==> src/rtl/mem_arbiter.sv <==
// mem_arbiter
//   Round-robin arbiter that lets NUM_CONSUMERS channels share one memory port.
//   Only one transaction is outstanding to memory at a time. When a consumer
//   has both a read and a write pending, the read is served first. After a
//   transaction, the round-robin pointer moves to the consumer after the one
//   just served. When the memory responds, the consumer's ready output stays
//   high until that consumer drops the matching valid.
//
// Ports
//   clk, reset                  single clock; asynchronous active-high reset
//   consumer_read_valid/_address   per-consumer read requests (packed)
//   consumer_read_ready/_data      per-consumer read completion and data (packed)
//   consumer_write_valid/_address/_data  per-consumer write requests (packed)
//   consumer_write_ready           per-consumer write completion
//   mem_read_valid/_address, mem_read_ready/_data     memory read channel
//   mem_write_valid/_address/_data, mem_write_ready   memory write channel
//   busy                        high whenever the arbiter is not idle
//   grant_id                    index of the consumer currently being served
module mem_arbiter #(
    parameter int ADDR_BITS     = 8,
    parameter int DATA_BITS     = 8,
    parameter int NUM_CONSUMERS = 4,
    parameter int WRITE_ENABLE  = 1
) (
    input  logic                                 clk,
    input  logic                                 reset,
    input  logic [NUM_CONSUMERS-1:0]             consumer_read_valid,
    input  logic [NUM_CONSUMERS*ADDR_BITS-1:0]   consumer_read_address,
    output logic [NUM_CONSUMERS-1:0]             consumer_read_ready,
    output logic [NUM_CONSUMERS*DATA_BITS-1:0]   consumer_read_data,
    input  logic [NUM_CONSUMERS-1:0]             consumer_write_valid,
    input  logic [NUM_CONSUMERS*ADDR_BITS-1:0]   consumer_write_address,
    input  logic [NUM_CONSUMERS*DATA_BITS-1:0]   consumer_write_data,
    output logic [NUM_CONSUMERS-1:0]             consumer_write_ready,
    output logic                                 mem_read_valid,
    output logic [ADDR_BITS-1:0]                 mem_read_address,
    input  logic                                 mem_read_ready,
    input  logic [DATA_BITS-1:0]                 mem_read_data,
    output logic                                 mem_write_valid,
    output logic [ADDR_BITS-1:0]                 mem_write_address,
    output logic [DATA_BITS-1:0]                 mem_write_data,
    input  logic                                 mem_write_ready,
    output logic                                 busy,
    output logic [$clog2(NUM_CONSUMERS)-1:0]     grant_id
);

    localparam int GW = $clog2(NUM_CONSUMERS);

    localparam logic [1:0] IDLE       = 2'd0;
    localparam logic [1:0] READ_WAIT  = 2'd1;
    localparam logic [1:0] WRITE_WAIT = 2'd2;
    localparam logic [1:0] RELAY      = 2'd3;

    logic [1:0]                 state_q, state_d;
    logic [GW-1:0]              rr_ptr_q, rr_ptr_d;
    logic [GW-1:0]              grant_q, grant_d;
    logic                       mem_rv_q, mem_rv_d;
    logic                       mem_wv_q, mem_wv_d;
    logic [ADDR_BITS-1:0]       mem_ra_q, mem_ra_d;
    logic [ADDR_BITS-1:0]       mem_wa_q, mem_wa_d;
    logic [DATA_BITS-1:0]       mem_wd_q, mem_wd_d;
    logic                       relay_wr_q, relay_wr_d;
    logic [NUM_CONSUMERS-1:0]   rd_rdy_q, rd_rdy_d;
    logic [NUM_CONSUMERS-1:0]   wr_rdy_q, wr_rdy_d;
    logic [DATA_BITS-1:0]       rd_data_q [NUM_CONSUMERS];
    logic [DATA_BITS-1:0]       rd_data_d [NUM_CONSUMERS];

    // Unpacked views of the packed consumer buses.
    logic [ADDR_BITS-1:0]       rd_addr_a [NUM_CONSUMERS];
    logic [ADDR_BITS-1:0]       wr_addr_a [NUM_CONSUMERS];
    logic [DATA_BITS-1:0]       wr_data_a [NUM_CONSUMERS];

    // With the write path disabled, write requests are invisible to the scan.
    logic [NUM_CONSUMERS-1:0]   wr_valid_eff;

    logic                       sel_found;
    logic                       sel_read;
    logic [GW-1:0]              sel_idx;
    logic                       g_rv;
    logic                       g_wv;

    for (genvar g = 0; g < NUM_CONSUMERS; g++) begin : g_unpack
        assign rd_addr_a[g] = consumer_read_address[g*ADDR_BITS +: ADDR_BITS];
        assign wr_addr_a[g] = consumer_write_address[g*ADDR_BITS +: ADDR_BITS];
        assign wr_data_a[g] = consumer_write_data[g*DATA_BITS +: DATA_BITS];
        assign consumer_read_data[g*DATA_BITS +: DATA_BITS] = rd_data_q[g];
    end

    assign wr_valid_eff = (WRITE_ENABLE != 0) ? consumer_write_valid : '0;

    assign g_rv = consumer_read_valid[grant_q];
    assign g_wv = wr_valid_eff[grant_q];

    function automatic logic [GW-1:0] next_ptr(input logic [GW-1:0] p);
        int t;
        t = int'(p) + 1;
        if (t >= NUM_CONSUMERS) begin
            t = 0;
        end
        return GW'(t);
    endfunction

    // Round-robin scan: first requester at or after rr_ptr, wrapping.
    always_comb begin
        int cand;
        logic [GW-1:0] cidx;
        sel_found = 1'b0;
        sel_read  = 1'b0;
        sel_idx   = '0;
        cand      = 0;
        cidx      = '0;
        for (int off = 0; off < NUM_CONSUMERS; off++) begin
            cand = int'(rr_ptr_q) + off;
            if (cand >= NUM_CONSUMERS) begin
                cand = cand - NUM_CONSUMERS;
            end
            cidx = GW'(cand);
            if (!sel_found && (consumer_read_valid[cidx] || wr_valid_eff[cidx])) begin
                sel_found = 1'b1;
                sel_idx   = cidx;
                // A read wins over a write from the same consumer.
                sel_read  = consumer_read_valid[cidx];
            end
        end
    end

    always_comb begin
        state_d    = state_q;
        rr_ptr_d   = rr_ptr_q;
        grant_d    = grant_q;
        mem_rv_d   = mem_rv_q;
        mem_wv_d   = mem_wv_q;
        mem_ra_d   = mem_ra_q;
        mem_wa_d   = mem_wa_q;
        mem_wd_d   = mem_wd_q;
        relay_wr_d = relay_wr_q;
        rd_rdy_d   = rd_rdy_q;
        wr_rdy_d   = wr_rdy_q;
        rd_data_d  = rd_data_q;

        case (state_q)
            IDLE: begin
                if (sel_found) begin
                    grant_d = sel_idx;
                    if (sel_read) begin
                        mem_rv_d = 1'b1;
                        mem_ra_d = rd_addr_a[sel_idx];
                        state_d  = READ_WAIT;
                    end else begin
                        mem_wv_d = 1'b1;
                        mem_wa_d = wr_addr_a[sel_idx];
                        mem_wd_d = wr_data_a[sel_idx];
                        state_d  = WRITE_WAIT;
                    end
                end
            end
            READ_WAIT: begin
                if (mem_read_ready) begin
                    mem_rv_d           = 1'b0;
                    rd_data_d[grant_q] = mem_read_data;
                    if (g_rv) begin
                        rd_rdy_d[grant_q] = 1'b1;
                        relay_wr_d        = 1'b0;
                        state_d           = RELAY;
                    end else begin
                        // Consumer gave up while waiting: no ready pulse.
                        rr_ptr_d = next_ptr(grant_q);
                        state_d  = IDLE;
                    end
                end
            end
            WRITE_WAIT: begin
                if (mem_write_ready) begin
                    mem_wv_d = 1'b0;
                    if (g_wv) begin
                        wr_rdy_d[grant_q] = 1'b1;
                        relay_wr_d        = 1'b1;
                        state_d           = RELAY;
                    end else begin
                        rr_ptr_d = next_ptr(grant_q);
                        state_d  = IDLE;
                    end
                end
            end
            RELAY: begin
                if (relay_wr_q ? !g_wv : !g_rv) begin
                    rd_rdy_d = '0;
                    wr_rdy_d = '0;
                    rr_ptr_d = next_ptr(grant_q);
                    state_d  = IDLE;
                end
            end
            default: begin
                state_d = IDLE;
            end
        endcase
    end

    always_ff @(posedge clk or posedge reset) begin
        if (reset) begin
            state_q    <= IDLE;
            rr_ptr_q   <= '0;
            grant_q    <= '0;
            mem_rv_q   <= 1'b0;
            mem_wv_q   <= 1'b0;
            mem_ra_q   <= '0;
            mem_wa_q   <= '0;
            mem_wd_q   <= '0;
            relay_wr_q <= 1'b0;
            rd_rdy_q   <= '0;
            wr_rdy_q   <= '0;
            for (int i = 0; i < NUM_CONSUMERS; i++) begin
                rd_data_q[i] <= '0;
            end
        end else begin
            state_q    <= state_d;
            rr_ptr_q   <= rr_ptr_d;
            grant_q    <= grant_d;
            mem_rv_q   <= mem_rv_d;
            mem_wv_q   <= mem_wv_d;
            mem_ra_q   <= mem_ra_d;
            mem_wa_q   <= mem_wa_d;
            mem_wd_q   <= mem_wd_d;
            relay_wr_q <= relay_wr_d;
            rd_rdy_q   <= rd_rdy_d;
            wr_rdy_q   <= wr_rdy_d;
            rd_data_q  <= rd_data_d;
        end
    end

    assign busy                 = (state_q != IDLE);
    assign grant_id             = grant_q;
    assign mem_read_valid       = mem_rv_q;
    assign mem_read_address     = mem_ra_q;
    assign consumer_read_ready  = rd_rdy_q;
    assign mem_write_valid      = (WRITE_ENABLE != 0) && mem_wv_q;
    assign mem_write_address    = mem_wa_q;
    assign mem_write_data       = mem_wd_q;
    assign consumer_write_ready = (WRITE_ENABLE != 0) ? wr_rdy_q : '0;

endmodule
==> config.mk <==
export PLATFORM = sky130hd
export DESIGN_NAME = mem_arbiter
export DESIGN_NICKNAME = d
export VERILOG_FILES = /design/src/rtl/mem_arbiter.sv
export SDC_FILE = /design/constraint.sdc
export NUM_CORES = 1
export LEC_CHECK = 0
export CORE_ASPECT_RATIO = 0.75
export CORE_UTILIZATION = 47
export DETAILED_ROUTE_END_ITERATION = 7
export PLACE_DENSITY = 0.84
export SYNTH_ARGS = -nofsm -noshare
export SYNTH_HDL_FRONTEND = slang
export SYNTH_SLANG_ARGS = --single-unit
==> constraint.sdc <==
create_clock -name clk -period 6.7 [get_ports clk]
set_input_delay 0.67 -clock clk [delete_from_list [all_inputs] [get_ports clk]]
set_output_delay 0.67 -clock clk [all_outputs]
set_load 0.05 [all_outputs]
==> results.yml, run 1 <==
outcome:
  status: "complete, no violations"
worst_setup_path:
  r2r_start: "rr_ptr_q[1]$_DFFE_PP0P_"
  cp.required_ps: 6830
  critPathMaxStageDelay_ps: 1000
  crit_type: "flop to flop"
  rr_worst_depth: 7
  path_cells: "mux4_2 -> or4_1 -> o211ai_4 -> mux2_4 -> mux2_2 -> nand2_1 -> a31oi_1"
  end_kind: "flop"
  crit_path_start_kind: "flop"
  crit_slowest_cell: "or4_1"
  crit_buf_inv: 0
  worstPathArrival_ps: 4210
  path_depth: 7
  worstSetupStartpoint: "rr_ptr_q[1]$_DFFE_PP0P_"
  critPathCapture: "mem_write_address[6]$_DFFE_PP0P_"
  worstPathMaxFanout: 26
  reg2reg_slack_ps: 2620
  crit_family: "multiplexers"
  r2r_end: "mem_write_address[6]$_DFFE_PP0P_"
clocking:
  cts.hold.buffers_added: 0
  clk_pin_slew_worst_paths_ps: 60
  clk_path_buf_depth: 2
  clkLatencyLatePin_ps: 330
  cts_tree: "done"
  clockRootBuffer: "clkbuf_16"
  post-cts-setup-buffers: 0
  cts_max_level: 3
  clkSinkCount: 73
  cts.repair.resized: 0
  numCtsBuffers: 9
grt:
  use_met1_pct: 35.0
  met3_usage_pct: 5.64
  grt_use_met2_pct: 47.0
  first_global_vias: 4259
  grt_max_degree: 74
  grt_usage_pct: 27.4
  grt_busiest_layer: "met2"
  grt_antenna_before_repair: 0
  grt_first_pass_wirelength_um: 21200
  grt-ovfl-total: 0
sta:
  final_max_slew_viol_count: 0
  min_period_over_period_pct: 60.8
  min_period_ps: 4080
  clock_skew_ps: 6.01
  grt_setup_unrepaired: "no"
  setup_viol: 0
  fmax_mhz: 245
  slew_headroom_pct: 21.1
  tightest_slew_ps: 1180
  hold_viol: 0
  holdWs_ps: 482
  fin_tns_setup_ps: 0
power_and_ir_drop:
  leakagePower_uw: 0.00273
  powerDensity_nw_per_um2: 576
  switching_share_pct: 49.5
  ir_drop_uv: 313
  clkPwrFrac_pct: 13.4
  p_seq_share_pct: 21.9
  switching_power_uw: 1920
  p_total_uw: 3870
  internal-power_uw: 1950
  power_frac_comb_pct: 64.8
logic_synthesis:
  synth_edf_count: 0
  syn_inst: 444
  synth-seq-area-share_pct: 39.9
  synth_cell_type_count: 41
  synth_area_per_cell_um2: 10.3
  async_flop_share_pct: 100
  netlist_area_um2: 4570
  ys_ff_latch: 73
  synth_flop_cell: "dfrtp_1"
  yosysWarningCount: 0
  syn-num-nets: 565
floorplanning:
  io-pin-count: 185
  coreArea_um2: 9230
  row_count: 30
  die_h_um: 87.4
  start_util_pct: 49.5
  die_w_um: 116
  dieArea_um2: 10100
finish:
  syn_to_final_growth_pct: 46.9
  antennaDiodeCount: 0
  final_util_pct: 72.8
  multi_input_area_um2: 2500
  nNetsFinal: 730
  final_cell_mix: "clkdlybuf4s50_1, dfrtp_1, nor2_1, nand2_1, mux2_2"
  nFillCells: 709
  stdcell_area_um2: 6720
  layout_commonest_cell: "clkdlybuf4s50_1"
  seq_area_um2: 1830
  layout-drive-gt1-share_pct: 14.7
routing:
  wire_per_inst_um: 18.5
  dr.pass1.iters: 5
  wl_um: 13700
  drtAntennaViolNets: 0
  drc_errors: 0
  drtIter0Drc: 260
  drt-vias-per-instance: 5.88
  vias: 4361
job:
  drv_cap: 0
place:
  portBuffers: 184
  dp_hpwl_um: 10200
  post_dp_cell_area_um2: 6400
  place.gp.congestion: 0.930
min_path:
  hold_path_class: "flop to flop"
  whs_path_depth: 1
## kinds of logic (layout without fill, tap and decap cells)
kind of cell	count (synthesis)	count (layout)	share of synthesized area [%]
DFF	73	73	39.9
buffers and inverters	44	214	5.55
muxes	93	93	24.8
adders and majority gates	5	5	1.37
AOI/OAI and AO/OA	103	103	16.8
and+or+nand+nor	126	126	11.6
## per-stage QoR
step | std cells | setup WS [ps]
final | 742 | 2620
after detailed placement | 726 | 2330
after global routing | 742 | 2440
after CTS | 742 | 2650
after floorplan | 444 | 3780
after global placement | 726 | 2440
## registers in the layout, indices dropped and copies added, names as in the netlist
register	cells
state_q	2
consumer_read_ready	4
grant_id	2
mem_write_valid	1
mem_read_address	8
relay_wr_q	1
consumer_read_data	32
mem_write_data	8
mem_write_address	8
consumer_write_ready	4
mem_read_valid	1
rr_ptr_q	2
## final cells by class
type	instances	area share [%]
Tap cell	128	2.38
Clock buffer	10	3.41
Inverter	9	0.503
Timing Repair Buffer	189	28.0
Clock inverter	6	1.34
Multi-Input combinational cell	327	37.2
Sequential cell	73	27.2
## cell usage after synthesis (3+ instances only)
cell type | n | area, um^2
ha_1 | 5 | 62.6
nor2_1 | 53 | 199
nand2_1 | 51 | 191
o2bb2ai_1 | 8 | 70.1
mux2_1 | 6 | 67.6
a21oi_1 | 16 | 80.1
clkbuf_1 | 16 | 60.1
o21ai_0 | 4 | 20.0
inv_1 | 9 | 33.8
mux4_2 | 10 | 225
a221o_1 | 24 | 240
nand3_1 | 3 | 15.0
mux2_2 | 51 | 574
dfrtp_1 | 73 | 1830
mux2i_1 | 25 | 250
or4_1 | 3 | 22.5
nor3_1 | 4 | 20.0
buf_2 | 7 | 35.0
buf_6 | 10 | 113
a31oi_1 | 40 | 250
## routing by layer
metal	vias to the layer above	share of wire, %
met3	17	8.3
met5	-	0
met4	0	1.6
met1	2112	41
met2	243	49
li1	1989	-
## worst min-delay path by stage
| stage | from | endpoint |
|---|---|---|
| 2_1_floorplan | relay_wr_q$_DFFE_PP0P_ | relay_wr_q$_DFFE_PP0P_ |
| 3_3_place_gp | mem_write_valid$_DFFE_PP0P_ | mem_write_valid$_DFFE_PP0P_ |
| 3_5_place_dp | mem_write_valid$_DFFE_PP0P_ | mem_write_valid$_DFFE_PP0P_ |
| 4_1_cts | mem_write_valid$_DFFE_PP0P_ | mem_write_valid$_DFFE_PP0P_ |
| 5_1_grt | mem_write_valid$_DFFE_PP0P_ | mem_write_valid$_DFFE_PP0P_ |
| 6_report | mem_write_valid$_DFFE_PP0P_ | mem_write_valid$_DFFE_PP0P_ |
## power groups by stage
stage	sequential [uW]	combinational, uW	clock, uW
final	846	2510	517
after global routing	871	2660	547
after CTS	843	2500	528
after detailed placement	846	2490	0
after global placement	831	2430	0
after floorplan	1460	1210	0
Note: power is estimated with default switching activity, not from simulation.
==> run 2, diff against run 1 <==
Settings changed: CORE_UTILIZATION 47 to 44, PLACE_DENSITY 0.84 to 0.79.
Clock period 6.7 ns to 4 ns, I/O delays scaled along.
==> results.yml, run 2 (same netlist as run 1, synthesis figures left out) <==
sta:
  setup_viol: 0
  clock_skew_ps: 7.53
  slew_headroom_pct: 21.1
  final_max_slew_viol_count: 0
  worst_slack_ps: 490
  fmax_mhz: 285
  hold_viol: 0
  tightest_slew_ps: 1180
  min_period_ps: 3510
  fin_tns_setup_ps: 0
  min_period_over_period_pct: 87.7
  grt_setup_unrepaired: "no"
clocking:
  clkSinkCount: 73
  numCtsBuffers: 9
  clockRootBuffer: "clkbuf_16"
  clkLatencyLatePin_ps: 320
  cts.repair.resized: 0
  post-cts-setup-buffers: 0
  cts_max_level: 3
  clk_pin_slew_worst_paths_ps: 60
  clk_path_buf_depth: 2
  cts_tree: "done"
  cts.hold.buffers_added: 0
floorplanning:
  die_h_um: 90.3
  coreArea_um2: 9890
  dieArea_um2: 10800
  row_count: 31
  start_util_pct: 46.2
  die_w_um: 120
  io-pin-count: 185
finish:
  layout_commonest_cell: "clkdlybuf4s50_1"
  antennaDiodeCount: 0
  nFillCells: 735
  syn_to_final_growth_pct: 48.6
  layout-drive-gt1-share_pct: 15.1
  largest_register_ffs: 32
  nNetsFinal: 733
  final_cell_mix: "clkdlybuf4s50_1, dfrtp_1, nor2_1, nand2_1, mux2_2"
power_and_ir_drop:
  leakagePower_uw: 0.00277
  ir_drop_uv: 366
  powerDensity_nw_per_um2: 969
place:
  dp_hpwl_um: 10200
  portBuffers: 184
  post-place-ws_ps: 441
  place.gp.congestion: 0.876
worst_setup_path:
  crit_buf_inv: 0
  critPathMaxStageDelay_ps: 740
  end_kind: "flop"
  path_cells: "mux4_2 -> or4_1 -> o211ai_4 -> mux2_4 -> mux2_2 -> nand2_1 -> a31oi_1"
  crit_path_start_kind: "flop"
  reg2reg_slack_ps: 490
  crit_family: "multiplexers"
  crit_type: "flop to flop"
  crit_slowest_cell: "dfrtp_1"
  cp.required_ps: 4130
  worstPathMaxFanout: 25
  worstPathArrival_ps: 3640
routing:
  dr.pass1.iters: 7
  drtIter0Drc: 246
  wire_per_inst_um: 18.0
  drt-vias-per-instance: 5.73
  vias: 4293
  drc_errors: 0
  wl_um: 13500
  drtAntennaViolNets: 0
grt:
  first_global_vias: 4120
  grt_max_degree: 50
  grt-ovfl-total: 0
  grt_first_pass_wirelength_um: 20900
  grt_antenna_before_repair: 0
  grt_usage_pct: 24.6
job:
  drv_cap: 0
min_path:
  hold_path_class: "flop to flop"
outcome:
  status: "complete, no violations"
run 2: cell types whose count changed in the layout (fill, tap and decap cells not counted), sizes merged:
cell,previous run,this run
buf,5,8
bufinv,2,4
clkinv,1,0
clkinvlp,1,0
run 2: final cells by class:
cell class / count / area [um^2] / area share (%)
multi-input combinational: 327 / 2500 / 36.8
inverter: 9 / 33.8 / 0.497
tap: 132 / 165 / 2.43
sequential: 73 / 1830 / 26.9
clock buffer: 10 / 229 / 3.37
clock inverter: 6 / 138 / 2.03
timing repair buffer: 192 / 1900 / 28.0
run 2: per-stage QoR:
step | instance area, um^2 | cells | hold slack [ps] | total power, uW | util, %
2_1_floorplan | 4570 | 444 | 516 | 4470 | -
3_3_place_gp | 6430 | 733 | 470 | 5480 | 65.0
3_5_place_dp | 6430 | 733 | 482 | 5590 | 65.0
4_1_cts | 6800 | 749 | 495 | 6590 | 68.7
5_1_grt | 6800 | 749 | 518 | 6950 | 68.7
6_report | 6800 | 749 | 490 | 6590 | 68.7
run 2: worst paths after layout:
kind	cells after the start	end	from
max in group asynchronous	3	consumer_read_data[9]$_DFFE_PP0P_	reset
max reg2reg	7	mem_write_address[0]$_DFFE_PP0P_	rr_ptr_q[1]$_DFFE_PP0P_
min reg2reg	1	mem_write_valid$_DFFE_PP0P_	mem_write_valid$_DFFE_PP0P_
min	1	mem_write_valid$_DFFE_PP0P_	mem_write_valid$_DFFE_PP0P_
min in group asynchronous	2	mem_write_data[1]$_DFFE_PP0P_	reset
max	7	mem_write_address[0]$_DFFE_PP0P_	rr_ptr_q[1]$_DFFE_PP0P_
run 2: routing by layer:
metal | vias to the layer above | track usage [%] | wire, um
met5 | - | 0 | 0
li1 | 1988 | - | -
met1 | 2073 | 32.2 | 5780
met2 | 208 | 40.5 | 6330
met3 | 24 | 5.81 | 1060
met4 | 0 | 7.19 | 307
run 2: where the power goes:
group	switching [uW]	leakage [uW]	internal (uW)	total, uW
combinational	2590	0.00172	1630	4210
sequential	288	0.000877	1100	1390
clock	306	0.000178	677	983
